File: config.mk
export PLATFORM = sky130hd
export DESIGN_NAME = divide_unit
export DESIGN_NICKNAME = d
export VERILOG_FILES = /design/src/rtl/divide_unit.sv
export SDC_FILE = /design/constraint.sdc
export NUM_CORES = 1
export LEC_CHECK = 0
export BUFFER_PORTS_ARGS = -buffer_cell sky130_fd_sc_hd__buf_2
export CAP_MARGIN = 10
export CORE_AREA = 2 2 100 151
export DETAILED_ROUTE_END_ITERATION = 6
export DIE_AREA = 0 0 102 153
export HOLD_SLACK_MARGIN = 0.08
export PLACE_DENSITY = 0.83
export SLEW_MARGIN = 0
export SYNTH_ARGS = -nofsm -noshare
export SYNTH_HDL_FRONTEND = slang
export SYNTH_SLANG_ARGS = --single-unit
File: constraint.sdc
create_clock -name clk -period 5.3 [get_ports clk]
set_clock_uncertainty 0.2 [all_clocks]
set_input_delay 0.795 -clock clk [delete_from_list [all_inputs] [get_ports clk]]
set_output_delay 0.795 -clock clk [all_outputs]
set_load 0.005 [all_outputs]
File: src/rtl/divide_unit.sv
// Unsigned restoring divider, one quotient bit per cycle; DIVIDE_UNIT_EARLY_EXIT_EN skips RUN for b==0 or a<b.
// Latency N cycles start-to-done (1 with early exit); start is only honoured in IDLE, never stalls.
module divide_unit #(
   parameter int N = 32
) (
   input  logic         clk,
   input  logic         rst,
   input  logic         start,
   input  logic [N-1:0] a,
   input  logic [N-1:0] b,
   output logic [N-1:0] q,
   output logic [N-1:0] r,
   output logic         busy,
   output logic         done,
   output logic         zero,
   output logic         overflow
);

   localparam int CW = $clog2(N + 1);

   typedef enum logic [1:0] {
      IDLE,
      RUN,
      DONE
   } state_t;

   state_t        state_q, state_d;
   logic [N:0]    rem_q, rem_d;
   logic [N-1:0]  dvd_q, dvd_d;
   logic [N-1:0]  dsr_q, dsr_d;
   logic [CW-1:0] cnt_q, cnt_d;
   logic [N-1:0]  q_q, q_d;
   logic [N-1:0]  r_q, r_d;
   logic          zero_q, zero_d;
   logic          ovf_q, ovf_d;

   logic [N:0]    shifted;
   logic [N:0]    diff;
   logic          ge;
   logic [N:0]    step_rem;
   logic [N-1:0]  step_dvd;

   // One restoring step: the dividend register doubles as the quotient shift register.
   always_comb begin
      shifted  = {rem_q[N-1:0], dvd_q[N-1]};
      diff     = shifted - {1'b0, dsr_q};
      ge       = (shifted >= {1'b0, dsr_q});
      step_rem = ge ? diff : shifted;
      step_dvd = {dvd_q[N-2:0], ge};
   end

   always_comb begin
      state_d = state_q;
      rem_d   = rem_q;
      dvd_d   = dvd_q;
      dsr_d   = dsr_q;
      cnt_d   = cnt_q;
      q_d     = q_q;
      r_d     = r_q;
      zero_d  = zero_q;
      ovf_d   = ovf_q;
      case (state_q)
         IDLE: begin
            if (start) begin
               dvd_d = a;
               dsr_d = b;
               rem_d = '0;
               cnt_d = CW'(N);
`ifdef DIVIDE_UNIT_EARLY_EXIT_EN
               if (b == '0 || a < b) begin
                  state_d = DONE;
                  q_d     = (b == '0) ? {N{1'b1}} : {N{1'b0}};
                  r_d     = a;
                  zero_d  = (b != '0);
                  ovf_d   = (b == '0);
               end else begin
                  state_d = RUN;
               end
`else
               state_d = RUN;
`endif
            end
         end
         RUN: begin
            rem_d = step_rem;
            dvd_d = step_dvd;
            cnt_d = cnt_q - CW'(1);
            if (cnt_q == CW'(1)) begin
               state_d = DONE;
               q_d     = step_dvd;
               r_d     = step_rem[N-1:0];
               zero_d  = (step_dvd == '0);
               ovf_d   = (dsr_q == '0);
            end
         end
         DONE: begin
            state_d = IDLE;
         end
         default: begin
            state_d = IDLE;
         end
      endcase
   end

   always_ff @(posedge clk) begin
      if (rst) begin
         state_q <= IDLE;
         rem_q   <= '0;
         dvd_q   <= '0;
         dsr_q   <= '0;
         cnt_q   <= '0;
         q_q     <= '0;
         r_q     <= '0;
         zero_q  <= 1'b0;
         ovf_q   <= 1'b0;
      end else begin
         // A partial remainder is always below the divisor, so its top bit stays clear.
         if (state_q == RUN) begin
            assert (rem_q[N] == 1'b0);
         end
         state_q <= state_d;
         rem_q   <= rem_d;
         dvd_q   <= dvd_d;
         dsr_q   <= dsr_d;
         cnt_q   <= cnt_d;
         q_q     <= q_d;
         r_q     <= r_d;
         zero_q  <= zero_d;
         ovf_q   <= ovf_d;
      end
   end

   assign q        = q_q;
   assign r        = r_q;
   assign zero     = zero_q;
   assign overflow = ovf_q;
   assign busy     = (state_q == RUN);
   assign done     = (state_q == DONE);

endmodule

==> results.toml <==
[cts]
ctsHoldBuffers = 0
insertion_delay_ns = 0.44
post_cts_buffers = 0
cts_buffer_depth = 2
cts_resized = 0
clockRootBuffer = "clkbuf_16"
cts_tree = "built"
clk_pin_slew_ns = 0.08
htreeDepth = 4
cts_sinks = 170
cts-buffers-inserted = 17

[die]
die_x_um = 102
initial_core_util_pct = 59.1
num_rows = 54
ios = 135
coreArea_mm2 = 0.0143
die-area_mm2 = 0.0156
die_height_um = 153

[global_route]
antenna_found_initial = 0
grt.busiest_layer = "met2"
grt_pass1_wl_um = 37900
grtUsageTotal_pct = 30.2
grt_pass1_vias = 7984
use_met2_pct = 53.7
gr-usage-met1_pct = 32.3
grt_util_met3_pct = 5.44
grt_max_degree = 75
gr-total-overflow = 0

[synthesis]
synth_cell_types = 64
synth_seq_cells = 170
syn_avg_cell_area_um2 = 7.77
syn_nets = 1191
syn_inst = 1089
synthTopCellsByArea = "dfxtp_1 40%, nand2_1 10%, a21oi_1 8.6%"
yosysSeqAreaShare_pct = 40.2
synth_flop_cell = "dfxtp_1"
yosysWarnings = 0
synth_top_area_share_pct = 40.2
synthesis.area_mm2 = 0.00846
yosysTopAreaCell = "dfxtp_1"
synthArstFlopShare_pct = 0
synth_edf_count = 0

[placed_design]
dp_cells = 1362
port_buffers = 134
dpl.hpwl_um = 16700
place_area_mm2 = 0.00920
gp_congestion = 0.917

[timing]
tightest_slew_ns = 1.14
drv_slew = 0
max_slew_margin_pct = 23.5
tns_ns = 0
rsz0062_at_grt = "no"
period_needed_ns = 3.83
timing.fmax_mhz = 261
hold_viol = 0
final.period_utilization_pct = 72.3
setup_viol = 0

[detailed_routing]
antenna_left = 0
drt_drc_violations_left = 0
dr.pass1.iters = 5
via_per_inst = 5.90
wire_per_inst_um = 16.8
drt_iter0_markers = 449
vias = 8221
wirelength_um = 23400

[finish]
final_area_mm2 = 0.00978
nNetsFinal = 1287
nFillCells = 1291
fin_cells = 1393
final_util_pct = 68.3
drive_gt1_share_pct = 16.0
areaGrowthSynthToFinish_pct = 15.5
diodes = 0

[setup_path]
crit_path_end_kind = "flop"
crit_fanout = 23
cp.arrival_ns = 3.91
path_class = "reg -> reg"
start_kind = "flop"
required_ns = 5.38

[outcome]
outcome = "finished, final reports clean"

[power_and_ir_drop]
power_uw = 4780
vdd_drop_max_uv = 245
power_density_mw_per_mm2 = 489
p_leak_uw = 0.00405

[run]
maxCapViolCount = 0

[worst_hold_path]
hold_path.class = "reg -> reg"
## through the flow
stage          setup WS (ns)  hold slack (ns)
2_1_floorplan           2.27            0.236
3_3_place_gp            1.59            0.239
3_5_place_dp            1.55            0.245
4_1_cts                 1.49            0.256
5_1_grt                 1.26            0.278
6_report                1.47            0.254
## layout make-up
type | count | area (um^2) | share of cell area (%)
clock buffer | 17 | 425 | 4.35
clock inverter | 14 | 150 | 1.54
multi-input combinational | 803 | 4620 | 47.3
sequential | 170 | 3400 | 34.8
tap | 196 | 245 | 2.51
timing repair buffer | 144 | 748 | 7.65
inverter | 49 | 184 | 1.88
## final timing paths
check | slack, ns | to | cells past startpoint | start
worst max-delay path | 1.47 | r[3] | 11 | dsr_q[24]
worst min-delay path | 0.25 | q[19] | 2 | q[19]
worst max register to register | 1.47 | r[3] | 11 | dsr_q[24]
worst min register to register | 0.25 | q[19] | 2 | q[19]
## cells by family after synthesis
logic type / share of synthesized area [%]
adders and majority gates: 5.26
AOI/OAI and AO/OA: 24.5
xor gates and xnor gates: 2.28
DFF: 40.2
muxes: 1.55
buffers and inverters: 5.56
and+or+nand+nor: 20.6
## layout by cell type (no fill, tap or decap), drive strengths merged, types with 13 or more instances in the layout
master,instances
a21oi,147
buf,144
a211oi,25
dfxtp,170
o21ai,54
nand2,231
inv,56
ha,34
a22oi,32
nor4,21
nor3,14
nand4,13
nor2,67
clkbuf,17
xnor2,19
## Yosys cell counts (all sizes together) (2+ instances only)
library cell,n
nand2,231
dfxtp,170
a21oi,147
nor2,67
clkbuf,56
o21ai,54
inv,49
ha,34
a22oi,32
a211oi,25
nor4,21
xnor2,19
nor3,14
nand4,13
a21o,12
mux2i,12
nand3,12
buf,11
a31oi,10
and3,9
a32oi,8
o21a,8
and2,6
nand2b,5
or3,5
nor2b,4
o311ai,4
a221oi,3
a311oi,3
a41oi,3
nand3b,3
o211ai,3
o31ai,3
o41ai,3
or2,3
xor2,3
a211o,2
a21boi,2
and4,2
o21bai,2
o22ai,2
o31a,2
or4,2
## where the power goes
part           total, uW  switching (uW)  internal (uW)
Sequential          1460            92.0           1370
Combinational       2100            1310            788
Clock               1220             593            627
## metal layers
layer,share of wire [%],vias to the layer above
met5,0,-
met4,5.6,0
met3,4.9,75
met2,52,256
met1,38,3856
li1,-,4034
## flip-flops by register name, indices dropped and copies added (netlist names)
register  flops
zero          1
state_q       2
dsr_q        32
rem_q        32
cnt_q         6
r            32
q            32
dvd_q        32
overflow      1
## worst max-delay path, cell delays in order (launching register included)
cell	delay [ns]
dfxtp_1	0.36
inv_1	0.05
ha_1	0.35
a211o_1	0.34
a2111o_1	0.41
a221oi_2	0.26
nor3b_2	0.13
o311ai_4	0.83
buf_4	0.38
nor3_1	0.09
a21oi_1	0.17
a211oi_1	0.10
(Power assumes the default switching activity.)
